--- config.mk ---
export PLATFORM = sky130hd
export DESIGN_NAME = mc_config_loader
export DESIGN_NICKNAME = d
export VERILOG_FILES = /design/src/rtl/mc_cfg_pkg.sv /design/src/rtl/mc_cfg_shift.sv /design/src/rtl/mc_config_loader.sv
export SDC_FILE = /design/constraint.sdc
export NUM_CORES = 1
export LEC_CHECK = 0
export ABC_CLOCK_PERIOD_IN_PS = 3000
export BUFFER_PORTS_ARGS = -buffer_cell sky130_fd_sc_hd__buf_2
export CAP_MARGIN = 20
export CORE_MARGIN = 1
export CORE_UTILIZATION = 55
export DETAILED_ROUTE_END_ITERATION = 8
export HOLD_SLACK_MARGIN = 0.06
export PLACE_DENSITY = 0.75
export SYNTH_ARGS = -nofsm -noshare
export SYNTH_HDL_FRONTEND = slang
export SYNTH_HIERARCHICAL = 1
export SYNTH_SLANG_ARGS = --single-unit
--- constraint.sdc ---
create_clock -name clk_v -period 3 [get_ports clk_v]
set_clock_uncertainty 0.2 [all_clocks]
set_input_delay 0.6 -clock clk_v [delete_from_list [all_inputs] [get_ports clk_v]]
set_output_delay 0.6 -clock clk_v [all_outputs]
set_load 0.005 [all_outputs]
--- src/rtl/mc_cfg_pkg.sv ---
// Shared definitions for the macrocell configuration loader: FSM encoding,
// frame geometry and the position of every select bit inside the payload.
package mc_cfg_pkg;

   // Payload length (parity bit excluded) and width of the bit counter
   localparam int FRAME_BITS = 20;
   localparam int CNT_W      = 5;

   // Loader FSM encoding
   localparam logic [2:0] ST_IDLE  = 3'd0;
   localparam logic [2:0] ST_SHIFT = 3'd1;
   localparam logic [2:0] ST_CHECK = 3'd2;
   localparam logic [2:0] ST_DONE  = 3'd3;
   localparam logic [2:0] ST_ERR   = 3'd4;

   // Payload bit positions, index 0 is the first bit on the wire
   localparam int IDX_PT1      = 0;
   localparam int IDX_PT2      = 1;
   localparam int IDX_PT3      = 2;
   localparam int IDX_PT4      = 3;
   localparam int IDX_PT5      = 4;
   localparam int IDX_GCLR     = 5;
   localparam int IDX_PT4_FUNC = 6;
   localparam int IDX_PT5_FUNC = 7;
   localparam int IDX_XOR_A    = 8;
   localparam int IDX_XOR_B    = 9;
   localparam int IDX_XOR_INV  = 10;
   localparam int IDX_D        = 11;
   localparam int IDX_STORAGE  = 12;
   localparam int IDX_FB       = 13;
   localparam int IDX_O        = 14;
   localparam int IDX_OE0      = 15;
   localparam int IDX_OE1      = 16;
   localparam int IDX_OE2      = 17;
   localparam int IDX_GCLK0    = 18;
   localparam int IDX_GCLK1    = 19;

   // States in which a frame is still being assembled or judged
   function automatic logic isBusyState(input logic [2:0] st);
      return (st == ST_SHIFT) || (st == ST_CHECK);
   endfunction

endpackage

--- src/rtl/mc_cfg_shift.sv ---
// Frame assembly: shadow register for the payload, bit counter and running
// parity over every accepted bit (payload plus parity bit).
module mc_cfg_shift
   import mc_cfg_pkg::*;
(
   input  logic                  i_clk,
   input  logic                  i_rst_n,
   input  logic                  i_clear,
   input  logic                  i_shiftEn,
   input  logic                  i_data,
   output logic [FRAME_BITS-1:0] o_shadow,
   output logic                  o_parityPos,
   output logic                  o_parity
);

   logic [FRAME_BITS-1:0] r_shadow;
   logic [CNT_W-1:0]      r_count;
   logic                  r_parity;

   // Store each accepted bit at the counter position and fold it into parity;
   // the bit arriving at position FRAME_BITS is the parity bit and only
   // affects the running parity
   always_ff @(posedge i_clk or negedge i_rst_n) begin
      if (!i_rst_n) begin
         r_shadow <= '0;
         r_count  <= '0;
         r_parity <= 1'b0;
      end else if (i_clear) begin
         r_shadow <= '0;
         r_count  <= '0;
         r_parity <= 1'b0;
      end else if (i_shiftEn) begin
         for (int i = 0; i < FRAME_BITS; i++) begin
            if (r_count == CNT_W'(i)) begin
               r_shadow[i] <= i_data;
            end
         end
         r_count  <= r_count + CNT_W'(1);
         r_parity <= r_parity ^ i_data;
      end
   end

   assign o_shadow    = r_shadow;
   assign o_parityPos = (r_count == CNT_W'(FRAME_BITS));
   assign o_parity    = r_parity;

endmodule

--- src/rtl/mc_config_loader.sv ---
// Serial configuration loader for one macrocell core: receives a 21-bit
// frame, checks even parity and commits the payload to the mux selects
// atomically, so a partial or corrupt frame never reaches the core.
module mc_config_loader
   import mc_cfg_pkg::*;
#(
   parameter int TIMEOUT_CYC = 16,
   parameter bit PARITY_EN   = 1'b1
) (
   input  logic       clk_v,
   input  logic       rst_n_v,
   input  logic       cfg_start_v,
   input  logic       cfg_valid_v,
   input  logic       cfg_data_v,
   output logic       pt1_mux,
   output logic       pt2_mux,
   output logic       pt3_mux,
   output logic       pt4_mux,
   output logic       pt5_mux,
   output logic       gclr_mux,
   output logic       pt4_func_mux,
   output logic       pt5_func_mux,
   output logic       xor_a_mux,
   output logic       xor_b_mux,
   output logic       xor_inv_mux,
   output logic       d_mux,
   output logic       storage_mux,
   output logic       fb_mux,
   output logic       o_mux,
   output logic [0:2] oe_mux,
   output logic [0:1] gclk_mux,
   output logic       cfg_busy_v,
   output logic       cfg_done_v,
   output logic       cfg_err_v
);

   localparam int                IDLE_W    = $clog2(TIMEOUT_CYC + 1);
   localparam logic [IDLE_W-1:0] IDLE_LAST = IDLE_W'(TIMEOUT_CYC - 1);

   logic [2:0]            r_state;
   logic [2:0]            w_next;
   logic [IDLE_W-1:0]     r_idle;
   logic [FRAME_BITS-1:0] r_cfg;
   logic                  r_busy;
   logic                  r_done;
   logic                  r_err;

   logic                  w_clear;
   logic                  w_shiftEn;
   logic                  w_commit;
   logic                  w_parityOk;
   logic [FRAME_BITS-1:0] w_shadow;
   logic                  w_parityPos;
   logic                  w_parity;

   mc_cfg_shift u_shift (
      .i_clk       (clk_v),
      .i_rst_n     (rst_n_v),
      .i_clear     (w_clear),
      .i_shiftEn   (w_shiftEn),
      .i_data      (cfg_data_v),
      .o_shadow    (w_shadow),
      .o_parityPos (w_parityPos),
      .o_parity    (w_parity)
   );

   assign w_parityOk = !PARITY_EN || !w_parity;

   // Next-state decode; a start request restarts the frame from any state and
   // wins over a valid bit on the same edge
   always_comb begin
      w_next    = r_state;
      w_clear   = 1'b0;
      w_shiftEn = 1'b0;
      w_commit  = 1'b0;
      case (r_state)
         ST_IDLE: begin
            if (cfg_start_v) begin
               w_next  = ST_SHIFT;
               w_clear = 1'b1;
            end
         end
         ST_SHIFT: begin
            if (cfg_start_v) begin
               w_next  = ST_SHIFT;
               w_clear = 1'b1;
            end else if (cfg_valid_v) begin
               w_shiftEn = 1'b1;
               if (w_parityPos) begin
                  w_next = ST_CHECK;
               end
            end else if (r_idle == IDLE_LAST) begin
               w_next = ST_ERR;
            end
         end
         ST_CHECK: begin
            if (cfg_start_v) begin
               w_next  = ST_SHIFT;
               w_clear = 1'b1;
            end else if (w_parityOk) begin
               w_next   = ST_DONE;
               w_commit = 1'b1;
            end else begin
               w_next = ST_ERR;
            end
         end
         ST_DONE: begin
            if (cfg_start_v) begin
               w_next  = ST_SHIFT;
               w_clear = 1'b1;
            end else begin
               w_next = ST_IDLE;
            end
         end
         ST_ERR: begin
            if (cfg_start_v) begin
               w_next  = ST_SHIFT;
               w_clear = 1'b1;
            end
         end
         default: begin
            w_next = ST_IDLE;
         end
      endcase
   end

   // State register plus status flags registered from the next state so the
   // flags line up with the state they describe
   always_ff @(posedge clk_v or negedge rst_n_v) begin
      if (!rst_n_v) begin
         r_state <= ST_IDLE;
         r_busy  <= 1'b0;
         r_done  <= 1'b0;
         r_err   <= 1'b0;
      end else begin
         r_state <= w_next;
         r_busy  <= isBusyState(w_next);
         r_done  <= (w_next == ST_DONE);
         r_err   <= (w_next == ST_ERR);
      end
   end

   // Count consecutive edges without a valid bit while shifting
   always_ff @(posedge clk_v or negedge rst_n_v) begin
      if (!rst_n_v) begin
         r_idle <= '0;
      end else if (w_clear || w_shiftEn) begin
         r_idle <= '0;
      end else if ((r_state == ST_SHIFT) && (r_idle != IDLE_LAST)) begin
         r_idle <= r_idle + IDLE_W'(1);
      end
   end

   // Committed selects only change on the edge a checked frame is accepted
   always_ff @(posedge clk_v or negedge rst_n_v) begin
      if (!rst_n_v) begin
         r_cfg <= '0;
      end else if (w_commit) begin
         r_cfg <= w_shadow;
      end
   end

   assign pt1_mux      = r_cfg[IDX_PT1];
   assign pt2_mux      = r_cfg[IDX_PT2];
   assign pt3_mux      = r_cfg[IDX_PT3];
   assign pt4_mux      = r_cfg[IDX_PT4];
   assign pt5_mux      = r_cfg[IDX_PT5];
   assign gclr_mux     = r_cfg[IDX_GCLR];
   assign pt4_func_mux = r_cfg[IDX_PT4_FUNC];
   assign pt5_func_mux = r_cfg[IDX_PT5_FUNC];
   assign xor_a_mux    = r_cfg[IDX_XOR_A];
   assign xor_b_mux    = r_cfg[IDX_XOR_B];
   assign xor_inv_mux  = r_cfg[IDX_XOR_INV];
   assign d_mux        = r_cfg[IDX_D];
   assign storage_mux  = r_cfg[IDX_STORAGE];
   assign fb_mux       = r_cfg[IDX_FB];
   assign o_mux        = r_cfg[IDX_O];
   assign oe_mux       = {r_cfg[IDX_OE0], r_cfg[IDX_OE1], r_cfg[IDX_OE2]};
   assign gclk_mux     = {r_cfg[IDX_GCLK0], r_cfg[IDX_GCLK1]};
   assign cfg_busy_v   = r_busy;
   assign cfg_done_v   = r_done;
   assign cfg_err_v    = r_err;

endmodule

== Word-level counts from Yosys, hierarchy flattened ==
Cells that the tools add are included.

* Bits in registers: 57
* Word-level logic and storage cells: 155

* Add/subtract/negate cells: 2
* Equal/unequal tests: 30
* Muxes and demuxes: 45
* Bitwise logic cells: 1
* Reductions and logical operators: 49

{| class="wikitable"
|+ Operator list
! operator !! number
|-
| 5-bit by 4-bit == test with 1-bit output (second input constant) || 9
|-
| 2-bit nonzero test || 22
|-
| 20-bit two-way mux || 2
|-
| 2-bit AND reduction || 20
|-
| 1-bit two-way mux || 31
|-
| 5-bit == test (second input constant) || 5
|-
| 3-bit two-way mux || 7
|-
| 5-bit by 3-bit == test with 1-bit output (second input constant) || 4
|-
| 5-bit two-way mux || 4
|-
| 3-bit by 2-bit == test with 1-bit output (second input constant) || 4
|-
| 3-bit case mux with 4 select lines || 1
|-
| 5-bit by 1-bit adder with 5-bit output (second input constant) || 2
|-
| 5-bit by 2-bit == test with 1-bit output (second input constant) || 2
|-
| 3-bit by 1-bit == test with 1-bit output (second input constant) || 2
|-
| 3-bit == test (second input constant) || 2
|-
| 5-bit by 1-bit == test with 1-bit output (second input constant) || 1
|-
| 5-bit zero test || 1
|-
| 5-bit by 4-bit inequality test with 1-bit output (second input constant) || 1
|-
| 5-bit OR reduction || 1
|-
| 3-bit zero test || 1
|-
| 1-bit logical OR || 2
|-
| 2-bit OR reduction || 1
|-
| 1-bit logical AND || 1
|-
| 1-bit XOR || 1
|}

== Depth between registers and ports, before layout ==
Gate-level depths: netlist (run 1).

* Word-level depth: 7
* Mapped depth: 8
* Depth with buffers taken out: 6

== Hierarchy ==
Netlist (run 1), hierarchy kept.

{| class="wikitable"
|+ Modules (own cells, without submodules)
! module !! instances !! cells each !! area each (um^2)
|-
| mc_cfg_shift || 1 || 132 || 1410.1
|-
| mc_config_loader || 1 || 110 || 1392.6
|}

== Least setup slack after synthesis (run 1) ==
OpenSTA, ideal clock, no wires.

* Kind: register to register
* Start: register r_idle[0]
* End: register r_idle[3]
* Library setup time: 0.087 ns
* Arrival: 1.994 ns
* Data required time: 2.713 ns
* Path slack: 0.719 ns
* Stages on the path, launching flop included: 7
* Path buffers: 0
* Period minus slack after synthesis: 2.281 ns
* Cells stage by stage: dfrtp_1 ha_1 and3_1 ha_1 or4b_4 or3_1 a211oi_2

* Word-level cells in the longest chain between the ends: 3

{| class="wikitable"
|+ Ends and longest elaborated chain
! what !! line !! RTL
|-
| start, declared || mc_config_loader.sv:42 || <nowiki>logic [IDLE_W-1:0] r_idle;</nowiki>
|-
| start signal, assigned || mc_config_loader.sv:150 || <nowiki>r_idle <= r_idle + IDLE_W'(1);</nowiki>
|-
| 5-bit by 1-bit adder with 5-bit output / 5-bit by 4-bit inequality test with 1-bit output (equally long branches) || mc_config_loader.sv:150, mc_config_loader.sv:149 ||
|-
| 5-bit two-way mux / 1-bit logical AND (equally long branches) || mc_config_loader.sv:149 || <nowiki>end else if ((r_state == ST_SHIFT) && (r_idle != IDLE_LAST)) begin</nowiki>
|-
| 5-bit two-way mux / 2-bit nonzero test (equally long branches) || n/a ||
|}

Several ways; a longest one is shown, not always the timed one. The select of a mux whose other input is x is not followed.
A chain may end at the register's enable or synchronous reset.

== Worst setup path in the final report (run 1) ==
Ends and elaborated chain as after synthesis.

==> key figures, run 1 <==
Floorplanning
  • Die Wd: between 70 and 80 um
  • Die ar.: 0.00539 mm^2
  • Initial Utilization: 0.582
  • Number of placed I/O pins: 28
  • Core Box Area: ~0.0048 mm^2
  • Site Rows: 25
  • Die Height: 73.4 um

Drt
  • DRT iter0 DRCs: a little under 90
  • Vias per inst: roughly 5.3
  • Metal2 WL: approximately 2100 um
  • Top routing layer used: met4
  • Routed wire per std cell: 13.7 um
  • # DRC: 0
  • Drt pass-1 iters: 4
  • Met3 wire length: 160 um
  • Final wirelength: around 4700 um
  • Antenna-violating nets left: 0
  • DRT met1 WL: between 2000 and 2500 um
  • Vias: between 1.5k and 2k

Critical path
  • Required time worst endpoint: between 3 and 4 ns
  • Critical path arrival: ~2.5 ns
  • Crit end category: flop
  • Count of buffer and inverter cells on the critical path: 0
  • Worst-path fanout max: 5
  • Reg-to-Reg End: r_idle[3]
  • Most used cell along the critical path: ha_1
  • Critical-path cell list: ha_1 > and3_1 > ha_1 > or4b_4 > or3_1 > a211oi_2
  • Worst setup path class: reg -> reg
  • Slowest cell delay on critical path: approximately 0.52 ns
  • Max stage delay cell, worst path: or4b_4
  • R2r setup slk: around 0.59 ns
  • Delay-heaviest family, CP: simple AND/OR/NAND/NOR gates
  • Setup crit start kind: flop
  • Worst r2r src: r_idle[0]
  • Crit path from: r_idle[0]
  • Worst reg2reg path depth: 6

Placement
  • Cell Area, Placed: 0.00295 mm^2
  • Placed insts: around 330
  • DPL Wire Length: a little over 3000 um
  • Port Buf Inserts: 27
  • Final GP Congestion: between 0.8 and 0.9

Logic synthesis
  • Asr flop ratio synth: 1.00
  • Syn nets: 254
  • Yosys cell types: 40
  • EDFF count, synth: 0
  • YS warnings: 6
  • Yosys top cell by area: dfrtp_1
  • Avg Inst Size Synth: 11.6 um^2
  • Synth cell count leaders: 57 x dfrtp_1, 22 x nand2b_1, 21 x mux2i_1
  • Area share of the largest cell type after synthesis: 0.509
  • Synth top area cells: dfrtp_1 51%, mux2_2 8.0%, mux2i_1 7.5%
  • Mapped cell area: between 0.002 and 0.003 mm^2
  • Seq/Total Area, Yosys: 0.509
  • Post-synthesis register bit count: 57
  • Most common cell in the synthesized netlist: dfrtp_1
  • Synth Instances: 242
  • Synth Flop Type: dfrtp_1

STA
  • Final Hold Fails: 0
  • RSZ-0062 raised after global routing: no
  • Worst-Margin Slew: 0.691 ns
  • Max_slew headroom: 0.539
  • Max-slew violations: 0
  • Final period util: 0.803
  • Fmax: a little over 400 MHz
  • Min Tclk post-route: roughly 2.4 ns
  • Final setup fails: 0
  • Final TNS setup: 0 ns

Power and ir drop
  • VDD IR-drop max: ~260 uV
  • Sequential share of power: 0.507
  • Leakage: 1.65 nW
  • Gate power share: 0.051
  • Internal power: around 1.2 mW
  • Power Total: 1.55 mW
  • Sw frac: 0.219
  • Clk network pwr share: 0.442
  • Net Sw Power: between 300 and 400 uW
  • Pwr dens: roughly 490 mW/mm^2

Cells and area
  • Layout Cells excl Fill: ~340
  • Final layout net count: about 280
  • Antenna cells: 0
  • Area Overhead vs Synth: 12.1%
  • Final Core Density: 0.652
  • Share of layout cells above drive strength 1: 0.263
  • Design area: approximately 0.0031 mm^2

Min path
  • Hold Path Class: in -> async

CTS
  • Hold buffers post-CTS: 0
  • Post CTS Setup Buffer Count: 0
  • CTS-repair resized insts: 0
  • Worst-Skew Late Latency: roughly 0.33 ns
  • # clock sinks: 57
  • CTS tree: done
  • H-tree depth: 3
  • Root Buffer: clkbuf_8
  • CTS max path bufs: 2
  • Total CTS buffers: 9
  • Clock transition at path regs: 0.06 ns

Global route
  • Global-route wire length before repair: around 8100 um
  • Largest net degree at the start of global routing: 58
  • Initial antenna violation count: 0
  • GRT Util Overall: 0.205
  • Number of global-route vias before repair: around 1.8k
  • Gr ovfl total: 0

Flow run
  • # Max-Cap Violations: 0

Run status
  • Outcome: finished, final reports clean
==> placed cells by master (no fill, tap or decap), drive strengths merged, types with 3 or more instances in the layout <==
cell type,count
dfrtp,57
buf,32
nand2b,22
mux2i,21
mux2,20
clkbuf,13
nand2,12
nand3,12
nor2,10
nand4,8
inv,7
ha,7
o21ai,5
a21oi,5
nor2b,5
and3,3
xor2,3
a211oi,3
and2b,3
nor4b,3
==> metrics by stage <==
step,setup WS [ns],hold slack (ns)
2_1_floorplan,0.719,0.104
3_3_place_gp,0.690,0.283
3_5_place_dp,0.615,0.288
4_1_cts,0.584,0.225
5_1_grt,0.504,0.282
6_report,0.590,0.194
==> logic make-up (layout without fill, tap and decap cells) <==
group,after synthesis,count (layout),share of synthesized area
XOR/XNOR,5,5,0.0156
AND/OR/NAND/NOR,93,93,0.204
multiplexers,41,41,0.155
adder cells (fa/ha/maj),7,7,0.0312
flip-flops,57,57,0.509
buffers and inverters,23,55,0.0478
AO/OA/AOI/OAI,16,16,0.0371
==> worst max path at each step <==
stage	endpoint	depth (start not counted)
6_report	r_idle[3]	6
5_1_grt	r_idle[3]	6
4_1_cts	r_idle[3]	6
3_5_place_dp	r_idle[3]	6
3_3_place_gp	r_idle[3]	6
2_1_floorplan	r_idle[3]	6
==> sequential cells by signal, indices dropped and copies added, names as in the netlist <==
name              count
r_state               3
cfg_err_v             1
cfg_done_v            1
cfg_busy_v            1
u_shift/o_shadow     20
u_shift/o_parity      1
r_idle                5
u_shift/r_count       5
r_cfg                20
==> routing by layer <==
metal  global-route usage  vias to the layer above
li1                     -                      888
met1                0.269                      878
met2                0.307                       36
met3               0.0453                       14
met4                0.132                        0
met5                    0                        -
==> final cells by class <==
type | instances | area (um^2)
Tap cell | 67 | 83.8
Sequential cell | 57 | 1430
Multi-Input combinational cell | 162 | 1240
Clock inverter | 3 | 40.0
Fill cell | 394 | 1680
Inverter | 7 | 26.3
Timing Repair Buffer | 32 | 173
Clock buffer | 13 | 149
==> power by group through the flow <==
stage / registers [mW] / logic, mW / clock network (mW)
final: 0.784 / 0.0788 / 0.684
after global routing: 0.784 / 0.0910 / 0.745
after CTS: 0.784 / 0.0812 / 0.701
after detailed placement: 0.798 / 0.0809 / 0
after global placement: 0.797 / 0.0800 / 0
after floorplan: 0.795 / 0.0548 / 0
==> worst register-to-register path, delay by kind of cell (launching register included) <==
| kind | cells | cell delay (ns) |
|---|---|---|
| compound gates | 1 | 0.23 |
| fa+ha+maj | 2 | 0.46 |
| simple gates | 3 | 1.04 |
| flops | 1 | 0.41 |
Power figures use the tool's default switching activity.
==> inputs of run 2 (changes only) <==
--- a/config.mk
+++ b/config.mk
@@ -5,14 +5,14 @@
 export SDC_FILE = /design/constraint.sdc
 export NUM_CORES = 1
 export LEC_CHECK = 0
-export ABC_CLOCK_PERIOD_IN_PS = 3000
+export ABC_CLOCK_PERIOD_IN_PS = 1900
 export BUFFER_PORTS_ARGS = -buffer_cell sky130_fd_sc_hd__buf_2
 export CAP_MARGIN = 20
 export CORE_MARGIN = 1
-export CORE_UTILIZATION = 55
+export CORE_UTILIZATION = 53
 export DETAILED_ROUTE_END_ITERATION = 8
 export HOLD_SLACK_MARGIN = 0.06
-export PLACE_DENSITY = 0.75
+export PLACE_DENSITY = 0.76
 export SYNTH_ARGS = -nofsm -noshare
 export SYNTH_HDL_FRONTEND = slang
 export SYNTH_HIERARCHICAL = 1
==> constraint.sdc (replaced) <==
create_clock -name clk_v -period 1.9 [get_ports clk_v]
set_clock_uncertainty 0.2 [all_clocks]
set_input_delay 0.38 -clock clk_v [delete_from_list [all_inputs] [get_ports clk_v]]
set_output_delay 0.38 -clock clk_v [all_outputs]
set_load 0.005 [all_outputs]
==> run 2 against run 1 <==
Against the previous run: the flow now finishes with violations (negative setup slack); worst setup slack got worse by 0.86 ns; sequential power increased by 58%; combinational power increased by 87%; critical path depth unchanged; core utilization increased by 0.58 points; die area increased by 3.7%.
==> key figures, run 2 (synthesis gave the netlist of run 1 again) <==
Critical path
  • Worst setup path class: reg -> reg
  • Critical path capture point: r_idle[3]
  • Crit path from: r_idle[1]
  • Worst r2r src: r_idle[1]
  • Critical path arrival: around 2.2 ns
  • Setup crit start kind: flop
  • Required time worst endpoint: 1.94 ns
  • R2r setup slk: -0.27 ns
  • Worst-path fanout max: 4
  • Worst reg2reg path depth: 6
  • Crit end category: flop
  • Reg-to-Reg End: r_idle[3]

Floorplanning
  • Number of placed I/O pins: 28
  • Site Rows: 26
  • Initial Utilization: 0.549
  • Die ar.: between 0.005 and 0.006 mm^2
  • Die Wd: about 75 um
  • Core Box Area: ~0.0051 mm^2
  • Die Height: 74.7 um

Drt
  • Routed wire per std cell: ~14 um
  • Drt pass-1 iters: 5
  • # DRC: 0
  • Final wirelength: 5240 um
  • Vias per inst: 5.25
  • Antenna-violating nets left: 0
  • DRT iter0 DRCs: around 110
  • Vias: ~1.9k

Global route
  • Initial antenna violation count: 0
  • Largest net degree at the start of global routing: between 50 and 60
  • Global-route wire length before repair: 8460 um
  • GRT Util Overall: 0.206
  • Gr ovfl total: 0
  • Number of global-route vias before repair: 1843

CTS
  • Worst-Skew Late Latency: between 0.3 and 0.4 ns
  • CTS max path bufs: 2
  • CTS tree: done
  • # clock sinks: 57
  • Total CTS buffers: 9
  • H-tree depth: 3
  • Root Buffer: clkbuf_8
  • Clock transition at path regs: roughly 0.060 ns

Min path
  • Hold Path Class: in -> reg
  • Hold Startpoint: cfg_start_v

Placement
  • Final GP Congestion: around 0.80
  • Placed insts: 342
  • DPL Wire Length: 3350 um
  • Port Buf Inserts: 27

Cells and area
  • Most frequent cells in the layout: 54 x dfrtp_1, 27 x buf_2, 22 x nand2b_1, 21 x mux2i_1, 21 x buf_4
  • Layout Cells excl Fill: between 300 and 400
  • Antenna cells: 0
  • FILL cells: just over 400
  • Share of layout cells above drive strength 1: 0.352
  • Final layout net count: 300
  • Area Overhead vs Synth: 19.9%
  • Commonest non-fill, non-tap cell in the layout: dfrtp_1

STA
  • Final Hold Fails: 0
  • PnR worst setup slack: -0.271 ns
  • Max-slew violations: 0
  • Max_slew headroom: 0.636
  • Fmax: about 460 MHz
  • Final period util: 1.14
  • RSZ-0062 raised after global routing: yes
  • Worst-Margin Slew: 0.546 ns
  • Min Tclk post-route: roughly 2.2 ns
  • Final setup fails: 6

Flow run
  • # Max-Cap Violations: 0

Run status
  • Failing checks: negative setup slack
  • Outcome: complete, but fails checks

Power and ir drop
  • Power Total: 2.37 mW
  • Pwr dens: 706 mW/mm^2
  • VDD IR-drop max: 498 uV
  • Leakage: 1.76 nW
==> run 2: cell types whose count changed in the layout (fill, tap and decap cells not counted), sizes merged <==
cell and delta:
dlygate4sd3 +1, clkinv +1, buf +18, bufinv -1
==> run 2: layer usage <==
| metal | part of all wire | wire length, um | global-route usage | vias up |
|---|---|---|---|---|
| li1 | - | - | - | 927 |
| met1 | 0.46 | 2410 | 0.270 | 941 |
| met2 | 0.50 | 2610 | 0.330 | 30 |
| met3 | 0.028 | 144 | 0.0388 | 6 |
| met4 | 0.014 | 74 | 0.103 | 0 |
| met5 | 0 | 0 | 0 | - |
==> run 2: worst min path at each step <==
stage	cells past startpoint	to	slack, ns
after floorplan	0	cfg_busy_v	-0.12
after global placement	2	r_idle[2]	0.21
after detailed placement	2	r_idle[2]	0.20
after CTS	2	cfg_err_v	0.14
after global routing	2	r_state[2]	0.19
final	2	cfg_err_v	0.15
==> run 2: critical path: stages, from the launching register on <==
cell and delay, ns:
dfrtp_1 0.38, ha_2 0.19, and3_4 0.15, ha_4 0.16
or4b_4 0.49, or3_1 0.33, a211oi_2 0.19
==> run 2: per-stage QoR <==
step	util	instance area, um^2	hold slack (ns)	setup TNS [ns]	worst slack [ns]
3_3_place_gp	0.607	3100	0.205	-0.585	-0.218
3_5_place_dp	0.607	3100	0.204	-0.791	-0.252
4_1_cts	0.646	3300	0.138	-0.894	-0.267
2_1_floorplan	-	2830	-0.116	-0.511	-0.230
6_report	0.658	3360	0.148	-1.04	-0.271
5_1_grt	0.658	3360	0.192	-1.79	-0.312
==> run 2: report_power, final <==
group	total [mW]	switching, mW	internal (mW)
Combinational	0.147	0.0886	0.0584
Sequential	1.24	0.0132	1.22
Clock	0.987	0.448	0.538
Total	2.37	0.550	1.82
==> run 2: cell type report <==
class | count | area [um^2] | area share
Clock buffer | 13 | 159 | 0.0473
Inverter | 7 | 26.3 | 0.00782
Clock inverter | 3 | 15.0 | 0.00447
Tap cell | 70 | 87.6 | 0.0261
Timing Repair Buffer | 51 | 334 | 0.0994
Sequential cell | 57 | 1430 | 0.426
Multi-Input combinational cell | 162 | 1310 | 0.389
==> run 2: what timing repair did <==
| action | 4_1_cts | 5_1_grt |
|---|---|---|
| resized for setup | 1 | 12 |
| hold buffers | 1 | 0 |
| pin swaps | 4 | 9 |
| buffers inserted | 1 | 3 |
| endpoints found under the setup margin | 5 | 26 |
| hold endpoints to repair | 57 | 0 |
